File: config.mk
export PLATFORM = sky130hd
export DESIGN_NAME = uart_ack_tx
export DESIGN_NICKNAME = d
export VERILOG_FILES = /design/src/rtl/uart_pkg.sv /design/src/rtl/uart_ack_tx.sv
export SDC_FILE = /design/constraint.sdc
export NUM_CORES = 1
export LEC_CHECK = 0
export ABC_AREA = 1
export ABC_CLOCK_PERIOD_IN_PS = 1740
export CAP_MARGIN = 0
export CELL_PAD_IN_SITES_DETAIL_PLACEMENT = 2
export CELL_PAD_IN_SITES_GLOBAL_PLACEMENT = 2
export CORE_UTILIZATION = 31
export CTS_CLUSTER_DIAMETER = 120
export DETAILED_ROUTE_END_ITERATION = 8
export PLACE_DENSITY = 0.74
export SKIP_CTS_REPAIR_TIMING = 1
export SYNTH_ARGS = -nofsm -noshare
export SYNTH_HDL_FRONTEND = slang
export SYNTH_SLANG_ARGS = --single-unit
File: constraint.sdc
create_clock -name clk -period 1.74 [get_ports clk]
set_input_delay 0.174 -clock clk [delete_from_list [all_inputs] [get_ports clk]]
set_output_delay 0.174 -clock clk [all_outputs]
set_load 0.1 [all_outputs]
File: src/rtl/uart_pkg.sv
// Shared UART definitions: transmitter FSM state encoding, default bit timing,
// default acknowledge byte and frame length.
package uart_pkg;

  typedef enum logic [1:0] {
    IDLE  = 2'd0,
    START = 2'd1,
    DATA  = 2'd2,
    STOP  = 2'd3
  } uart_state_e;

  // clk cycles per UART bit
  localparam int unsigned OVERSAMPLE_DEFAULT = 16;
  // ASCII ACK
  localparam logic [7:0]  ACK_BYTE_DEFAULT   = 8'h06;
  // start + 8 data + stop
  localparam int unsigned FRAME_BITS         = 10;

endpackage

File: src/rtl/uart_ack_tx.sv
// 8N1 UART transmitter that sends a fixed ACK byte on each rising edge of ack_in and otherwise
// forwards general payload bytes through a valid/ready handshake. Pending ACKs take priority
// over payload and multiple edges coalesce into one ACK frame.
//
// Ports:
//   clk      - sampling clock, OVERSAMPLE x baud
//   rst      - asynchronous active-high reset
//   ack_in   - acknowledge level, already synchronous to clk
//   tx_data  - payload byte, sampled only in the accepting cycle
//   tx_valid - tx_data is valid
//   tx_ready - payload accepted this cycle when tx_valid is also high
//   tx       - registered serial line, idles high
//   busy     - a frame is in progress
//   ack_sent - one-cycle pulse in the final stop-bit cycle of an ACK frame
module uart_ack_tx
  import uart_pkg::*;
#(
  parameter int unsigned OVERSAMPLE = OVERSAMPLE_DEFAULT,
  parameter logic [7:0]  ACK_BYTE   = ACK_BYTE_DEFAULT
) (
  input  logic       clk,
  input  logic       rst,
  input  logic       ack_in,
  input  logic [7:0] tx_data,
  input  logic       tx_valid,
  output logic       tx_ready,
  output logic       tx,
  output logic       busy,
  output logic       ack_sent
);

  localparam int unsigned TickW    = (OVERSAMPLE > 1) ? $clog2(OVERSAMPLE) : 1;
  localparam int unsigned DataBits = FRAME_BITS - 2;

  uart_state_e      state_q, state_d;
  logic [TickW-1:0] tick_q, tick_d;
  logic [2:0]       bit_q, bit_d;
  logic [7:0]       shift_q, shift_d;
  logic             tx_q, tx_d;
  logic             ack_prev_q;
  logic             pend_q, pend_d;
  logic             is_ack_q, is_ack_d;
  logic             ack_rise;
  logic             consume;
  logic             tick_last;

  assign ack_rise  = ack_in & ~ack_prev_q;
  assign tick_last = (tick_q == TickW'(OVERSAMPLE - 1));

  always_comb begin
    state_d  = state_q;
    tick_d   = tick_q;
    bit_d    = bit_q;
    shift_d  = shift_q;
    is_ack_d = is_ack_q;
    consume  = 1'b0;

    unique case (state_q)
      IDLE: begin
        tick_d = '0;
        bit_d  = '0;
        if (pend_q) begin
          shift_d  = ACK_BYTE;
          is_ack_d = 1'b1;
          consume  = 1'b1;
          state_d  = START;
        end else if (tx_valid) begin
          shift_d  = tx_data;
          is_ack_d = 1'b0;
          state_d  = START;
        end
      end
      START: begin
        if (tick_last) begin
          tick_d  = '0;
          state_d = DATA;
        end else begin
          tick_d = tick_q + TickW'(1);
        end
      end
      DATA: begin
        if (tick_last) begin
          tick_d = '0;
          if (bit_q == 3'(DataBits - 1)) begin
            bit_d   = '0;
            state_d = STOP;
          end else begin
            bit_d   = bit_q + 3'd1;
            shift_d = shift_q >> 1;
          end
        end else begin
          tick_d = tick_q + TickW'(1);
        end
      end
      STOP: begin
        if (tick_last) begin
          tick_d  = '0;
          state_d = IDLE;
        end else begin
          tick_d = tick_q + TickW'(1);
        end
      end
      default: state_d = IDLE;
    endcase

    // Line level follows the next state so tx changes on the same edge as the state.
    unique case (state_d)
      START:   tx_d = 1'b0;
      DATA:    tx_d = shift_d[0];
      default: tx_d = 1'b1;
    endcase

    // A new edge in the consuming cycle must not be lost: set beats clear.
    pend_d = ack_rise | (pend_q & ~consume);
  end

  always_ff @(posedge clk or posedge rst) begin
    if (rst) begin
      state_q    <= IDLE;
      tick_q     <= '0;
      bit_q      <= '0;
      shift_q    <= '0;
      tx_q       <= 1'b1;
      ack_prev_q <= 1'b1;  // ack_in held high across reset must not look like an edge
      pend_q     <= 1'b0;
      is_ack_q   <= 1'b0;
    end else begin
      state_q    <= state_d;
      tick_q     <= tick_d;
      bit_q      <= bit_d;
      shift_q    <= shift_d;
      tx_q       <= tx_d;
      ack_prev_q <= ack_in;
      pend_q     <= pend_d;
      is_ack_q   <= is_ack_d;
    end
  end

  assign tx       = tx_q;
  assign busy     = (state_q != IDLE);
  assign tx_ready = (state_q == IDLE) & ~pend_q;
  assign ack_sent = (state_q == STOP) & tick_last & is_ack_q;

endmodule

* After elaboration in Yosys (flattened, before gate mapping)
Index checks and enable logic that the tools add are counted.
** Cells by class
- Multiplexer cells :: 22
- Equality and inequality tests :: 10
- Bitwise logic cells :: 9
- $add $sub $neg :: 2
- Reductions and logical operators :: 8
** Operator list (count)
- 8-bit two-way mux :: 4
- 8-bit case mux with 2 select lines :: 1
- 2-bit two-way mux :: 6
- 2-bit case mux with 4 select lines :: 1
- 4-bit case mux with 2 select lines :: 1
- 2-bit == test (second input constant) :: 3
- 3-bit two-way mux :: 2
- 3-bit case mux with 2 select lines :: 1
- 2-bit nonzero test :: 3
- 1-bit bitwise AND :: 5
- 4-bit by 1-bit adder with 4-bit output (second input constant) :: 1
- 2-bit by 1-bit == test with 1-bit output (second input constant) :: 2
- 4-bit == test (second input constant) :: 1
- 1-bit two-way mux :: 4
- 4-bit two-way mux :: 1
- 2-bit != test (second input constant) :: 2
- 2-bit AND reduction :: 2
- 4-bit AND reduction :: 1
- 3-bit by 1-bit adder with 3-bit output (second input constant) :: 1
- 3-bit == test (second input constant) :: 1
- 3-bit != test (second input constant) :: 1
- 1-bit inverter :: 3
- 3-bit OR reduction :: 1
- 2-bit logical NOT :: 1
- 2 further kinds :: 2
** Word-level totals
- Word-level logic and storage cells :: 60
- Flip-flop bits (word level) :: 21
- Input bits :: 12
- Output and inout port bits :: 4

* Depth between registers and ports, before layout
Gate-level depths: netlist (run 1).
- Depth in word-level cells :: 6
- Gate-level depth with buffers :: 10
- Depth with buffers taken out :: 10

* Worst setup path after synthesis (run 1)
Ideal clock, no wire load.
- Path type :: reg-to-output
- Start :: reg tick_q[0]
- End :: out ack_sent
- Path buffers :: 0
- Slack :: -1173 ps
- Cell stages (with the launch flop) :: 4
- Arrival time :: 2739 ps
- Required time :: 1566 ps
- Cells stage by stage :: dfrtp_1 -> ha_1 -> nand3_2 -> nor3_1
** On the way
- Longest elaborated chain between the ends :: 3
** RTL lines
- start, declared :: RTL line uart_ack_tx.sv:36 : logic [TickW-1:0] tick_q, tick_d;
- start signal, assigned :: RTL line uart_ack_tx.sv:129 : tick_q <= tick_d;
- 4-bit == test :: RTL line uart_ack_tx.sv:48 : assign tick_last = (tick_q == TickW'(OVERSAMPLE - 1));
- 1-bit bitwise AND (2 in series) :: RTL line uart_ack_tx.sv:142 : assign ack_sent = (state_q == STOP) & tick_last & is_ack_q;
- end, declared :: RTL line uart_ack_tx.sv:29 : output logic ack_sent
No other way between the ends.

* Worst setup path in the final report (run 1)
Same ends and word-level chain as after synthesis.

==> results.cfg, run 1 <==
[run_status]
status = completed

[timing]
tightest_slew_ns = 0.386
setup_viol = 0
fin_crit_ns = 1.65
holdWs_ns = 0.175
finalClockSkew_ns = 0.00646
rsz0062_at_grt = false
layout_setup_ws_ns = 0.0913
period_share = 0.948
slew_violations = 0
slew_headroom = 0.741
hold_violations = 0
setup_tns_ns = 0
fmax_mhz = 607

[floorplanning]
ios = 16
die_y_microns = 60.6
die-area_sq_mm = 0.00368
start_util = 0.338
dieWidth_microns = 60.6
rows = 20
fp.coreArea_sq_mm = 0.00315

[grt]
grt_pass1_vias = 1026
grt_antenna_before_repair = 0
grt_pass1_wl_microns = 4710
grt_max_degree = 22
gr-total-overflow = 0
grtUsageTotal = 0.179

[critical_path]
worstSetupEndpointType = primary output
crit_arrival_ns = 1.47
max_stage_delay_ns = 0.40
rrSetupSlack_ns = 0.23
cp_max_fo = 6
critPathRequiredTime_ns = 1.57
cp_top_family = flip-flops
start_kind = flop
criticalPathCategory = reg -> out
path_buf_inv = 1
crit_chain = ha_2 -> nand3_4 -> nor3_4 -> buf_12
crit_path_top_delay_cell = dfrtp_1

[cts]
clkSinkCount = 21
cts_buffers = 3
cts_tree = yes
cts-root-buf = clkbuf_4
insertion_delay_ns = 0.32
cts.clk_slew.worst_paths_ns = 0.13
htree_levels = 1
clockBufferDepth = 2

[routing]
detail-route-antenna-nets = 0
dr.pass1.iters = 3
routedWlPerCell_microns = 14.6
routed_wirelength_microns = 2760
vias_per_cell = 4.84
drc = 0
drt_iter0_drc = 18
vias = 914

[yosys]
netlist_area_sq_mm = 0.00107
synth-seq-cells = 21
syn_inst = 125
ys_warn_count = 0
synth_nets = 140
syn_area_per_cell_sq_um = 8.53
yosysUniqueCellTypes = 22
ys_seq_area_frac = 0.495

[finish]
multiInputGateArea_sq_um = 495
drive_gt1_frac = 0.179
fill_cells = 378
n_antenna_cell = 0
syn2layout_area_growth_pct = 28.6
utilization = 0.435
nNetsFinal = 161
seqCellArea_sq_um = 528

[place]
portBuffers = 15
dp_slack_ns = 0.156
hpwlAfterDp_microns = 2130
place_congestion = 0.727

[pwr]
power.leakage_nw = 0.655
power.density_mw_per_mm2 = 570
vdd_drop_max_mv = 0.185

[job]
cap_violations = 0

[min_path]
worstHoldPathType = in -> async
-- Yosys cell counts, drive strengths merged --
cell type / number / area [sq um]
nand2: 34 / 145
buf: 1 / 11.3
xor2: 1 / 8.76
inv: 15 / 56.3
dfstp: 2 / 52.6
nor3: 1 / 5.00
ha: 3 / 37.5
dfrtp: 19 / 475
nand4: 8 / 56.3
a21oi: 2 / 13.8
nor2: 11 / 56.3
nand3: 19 / 100
clkinv: 1 / 5.00
o22ai: 2 / 12.5
o21ai: 6 / 30.0
-- placed cells by master (no fill, tap or decap) --
cell | Yosys | layout
nor2_1 | 9 | 9
dfrtp_1 | 19 | 19
ha_2 | 0 | 1
nand2_2 | 4 | 4
ha_1 | 3 | 2
a21oi_2 | 1 | 1
clkbuf_4 | 0 | 3
nand2_1 | 29 | 29
xor2_1 | 1 | 1
clkinv_2 | 1 | 1
nand2_8 | 0 | 1
nand3_1 | 18 | 18
nor2_4 | 2 | 2
buf_4 | 0 | 2
inv_2 | 2 | 2
inv_1 | 13 | 13
dfstp_2 | 2 | 2
buf_12 | 0 | 4
o21ai_0 | 6 | 6
nand3_4 | 0 | 1
o22ai_1 | 2 | 2
nand4_2 | 1 | 1
clkbuf_1 | 0 | 1
nand4_1 | 7 | 7
nor3_4 | 0 | 1
clkdlybuf4s50_1 | 0 | 11
a21oi_1 | 1 | 1
-- flip-flops by register name (all words and copies together) (netlist names) --
register and cells:
ack_prev_q 1, bit_q 3, is_ack_q 1, pend_q 1, shift_q 8, state_q 2
tick_q 4, tx 1
-- power by group --
part / leakage [nW] / switching, mW / internal [mW]
Sequential: 0.235 / 0.000374 / 0.490
Combinational: 0.405 / 0.0165 / 0.0240
Clock: 0.0150 / 0.161 / 0.0897
-- per-stage QoR --
| stage | total power [mW] | instance area [sq um] | std cells |
|---|---|---|---|
| floorplan | 0.510 | 1090 | 125 |
| global placement | 0.540 | 1340 | 185 |
| detailed placement | 0.541 | 1340 | 185 |
| CTS | 0.797 | 1360 | 189 |
| global route | 0.813 | 1370 | 189 |
| finish | 0.781 | 1370 | 189 |
-- final cells by class --
cell class	count	area share
Clock buffer	4	0.0192
Inverter	16	0.0447
Timing Repair Buffer	17	0.150
Sequential cell	21	0.385
Multi-Input combinational cell	87	0.361
Tap cell	44	0.0401
-- path summary, 6_finish.rpt --
check                                     startpoint                      to  cells past startpoint
worst min-delay path                             rst  shift_q[7]$_DFFE_PP0P_                      3
min in group clk                              ack_in    ack_prev_q$_DFF_PP1_                      1
worst min register to register   tick_q[0]$_DFF_PP0_     tick_q[0]$_DFF_PP0_                      1
max in group asynchronous                        rst            tx$_DFF_PP1_                      3
worst max register to register  bit_q[0]$_DFFE_PP0P_  shift_q[2]$_DFFE_PP0P_                      6
worst max-delay path             tick_q[0]$_DFF_PP0_                ack_sent                      4
-- tightest hold or removal path: cells and delay by family --
kind,cells,cell delay [ns]
buffers and inverters,3,0.73
-- routing by layer --
| layer | wire (microns) | up-vias | GRT usage |
|---|---|---|---|
| met4 | 29 | 0 | 0.0487 |
| met1 | 1280 | 445 | 0.229 |
| met3 | 74 | 2 | 0.0448 |
| met5 | 0 | - | 0 |
| met2 | 1370 | 14 | 0.303 |
| li1 | - | 453 | - |
-- cells by family after synthesis --
logic type,count (synthesis),synth area share
AND/OR/NAND/NOR,73,0.340
flip-flops,21,0.495
buffers and inverters,17,0.0681
AO/OA/AOI/OAI,10,0.0528
adder cells (fa/ha/maj),3,0.0352
XOR/XNOR,1,0.00822
Note: power is estimated with default switching activity, not from simulation.
==> inputs of run 2 (changes only) <==
--- a/config.mk
+++ b/config.mk
@@ -11,6 +11,7 @@
 export CELL_PAD_IN_SITES_DETAIL_PLACEMENT = 2
 export CELL_PAD_IN_SITES_GLOBAL_PLACEMENT = 2
 export CORE_UTILIZATION = 31
+export CTS_BUF_LIST = sky130_fd_sc_hd__clkbuf_8 sky130_fd_sc_hd__clkbuf_16
 export CTS_CLUSTER_DIAMETER = 120
 export DETAILED_ROUTE_END_ITERATION = 8
 export PLACE_DENSITY = 0.74
==> results.cfg, run 2 (synthesis gave the netlist of run 1 again) <==
[cts]
clockBufferDepth = 2
insertion_delay_ns = 0.26
cts.clk_slew.worst_paths_ns = 0.08
cts-root-buf = clkbuf_8
clkSinkCount = 21
cts_buffers = 3
cts_tree = yes
htree_levels = 1

[timing]
setup_tns_ns = 0
slew_violations = 0
tightest_slew_ns = 0.401
rsz0062_at_grt = false
slew_headroom = 0.732
fmax_mhz = 600
fin_crit_ns = 1.67
setup_viol = 0
finalClockSkew_ns = 0.00290
holdWs_ns = 0.244
hold_violations = 0
period_share = 0.958

[finish]
fill_cells = 374
largest_reg_flops = 8
reg_top3 = shift_q: 8 flops, tick_q: 4 flops, bit_q: 3 flops
utilization = 0.438
top_register = shift_q
most-common-layout-cells = 29 x nand2_1, 19 x dfrtp_1, 18 x nand3_1
nNetsFinal = 161
syn2layout_area_growth_pct = 29.5
drive_gt1_frac = 0.172
final_common_cell = nand2_1
final_cells = 189
n_antenna_cell = 0

[routing]
vias_per_cell = 4.85
drt_iter0_drc = 11
dr.pass1.iters = 3
routed_wirelength_microns = 2750
drc = 0
detail-route-antenna-nets = 0
routedWlPerCell_microns = 14.5
vias = 917

[floorplanning]
rows = 20
fp.coreArea_sq_mm = 0.00315
start_util = 0.338
dieWidth_microns = 60.6
die-area_sq_mm = 0.00368
ios = 16
die_y_microns = 60.6

[critical_path]
critPathRequiredTime_ns = 1.57
crit_arrival_ns = 1.49
criticalPathCategory = reg -> out
worstSetupEndpointType = primary output
cp_max_fo = 6
start_kind = flop

[grt]
grt_max_degree = 22
grtUsageTotal = 0.181
grt_pass1_vias = 1046
grt_pass1_wl_microns = 4780
grt_antenna_before_repair = 0
gr-total-overflow = 0

[pwr]
power.leakage_nw = 0.668
vdd_drop_max_mv = 0.352
power.density_mw_per_mm2 = 617

[place]
portBuffers = 15
place_congestion = 0.727
dp.cells = 185
hpwlAfterDp_microns = 2130

[job]
cap_violations = 0

[run_status]
status = completed

[min_path]
worstHoldPathType = in -> async
[run 2: cell types whose count changed in the layout (fill, tap and decap cells not counted), sizes merged]
cell / before / now
inv: 15 / 16
clkbuf: 4 / 3
[run 2: worst paths after layout]
path / startpoint / end / slack [ns] / depth (start not counted)
worst min register to register: tick_q[0]$_DFF_PP0_ / tick_q[0]$_DFF_PP0_ / 0.48 / 1
worst max register to register: tick_q[0]$_DFF_PP0_ / tx$_DFF_PP1_ / 0.17 / 9
worst min-delay path: rst / shift_q[7]$_DFFE_PP0P_ / 0.24 / 3
min in group clk: ack_in / ack_prev_q$_DFF_PP1_ / 0.34 / 1
max in group asynchronous: rst / tx$_DFF_PP1_ / 1.21 / 3
worst max-delay path: tick_q[0]$_DFF_PP0_ / ack_sent / 0.07 / 4
[run 2: metal layers]
metal  track usage  part of all wire
met3        0.0256             0.021
met2         0.309              0.51
met5             0                 0
met1         0.233              0.45
met4        0.0682             0.014
[run 2: area by class of cell]
type / count / area (sq um) / share of cell area
sequential: 21 / 528 / 0.383
multi-input combinational: 87 / 485 / 0.352
timing repair buffer: 17 / 205 / 0.149
inverter: 16 / 61.3 / 0.0444
tap: 44 / 55.1 / 0.0399
clock buffer: 3 / 41.3 / 0.0299
clock inverter: 1 / 3.75 / 0.00272
[run 2: worst max-delay path, stage by stage (launching register included)]
cell and delay, ns:
dfrtp_1 0.38, ha_1 0.24, nand3_2 0.20, nor3_4 0.21, buf_12 0.20
[run 2: stage by stage]
| stage | setup WS (ns) | power, mW | area [sq um] |
|---|---|---|---|
| 4_1_cts | 0.0450 | 0.866 | 1380 |
| 3_5_place_dp | 0.156 | 0.541 | 1340 |
| 2_1_floorplan | 0.0195 | 0.510 | 1090 |
| 3_3_place_gp | 0.223 | 0.540 | 1340 |
| 5_1_grt | 0.00142 | 0.888 | 1380 |
| 6_report | 0.0730 | 0.851 | 1380 |
[run 2: where the power goes]
group,internal (mW),switching (mW)
logic,0.0240,0.0165
registers,0.490,0.000363
clock network,0.157,0.163
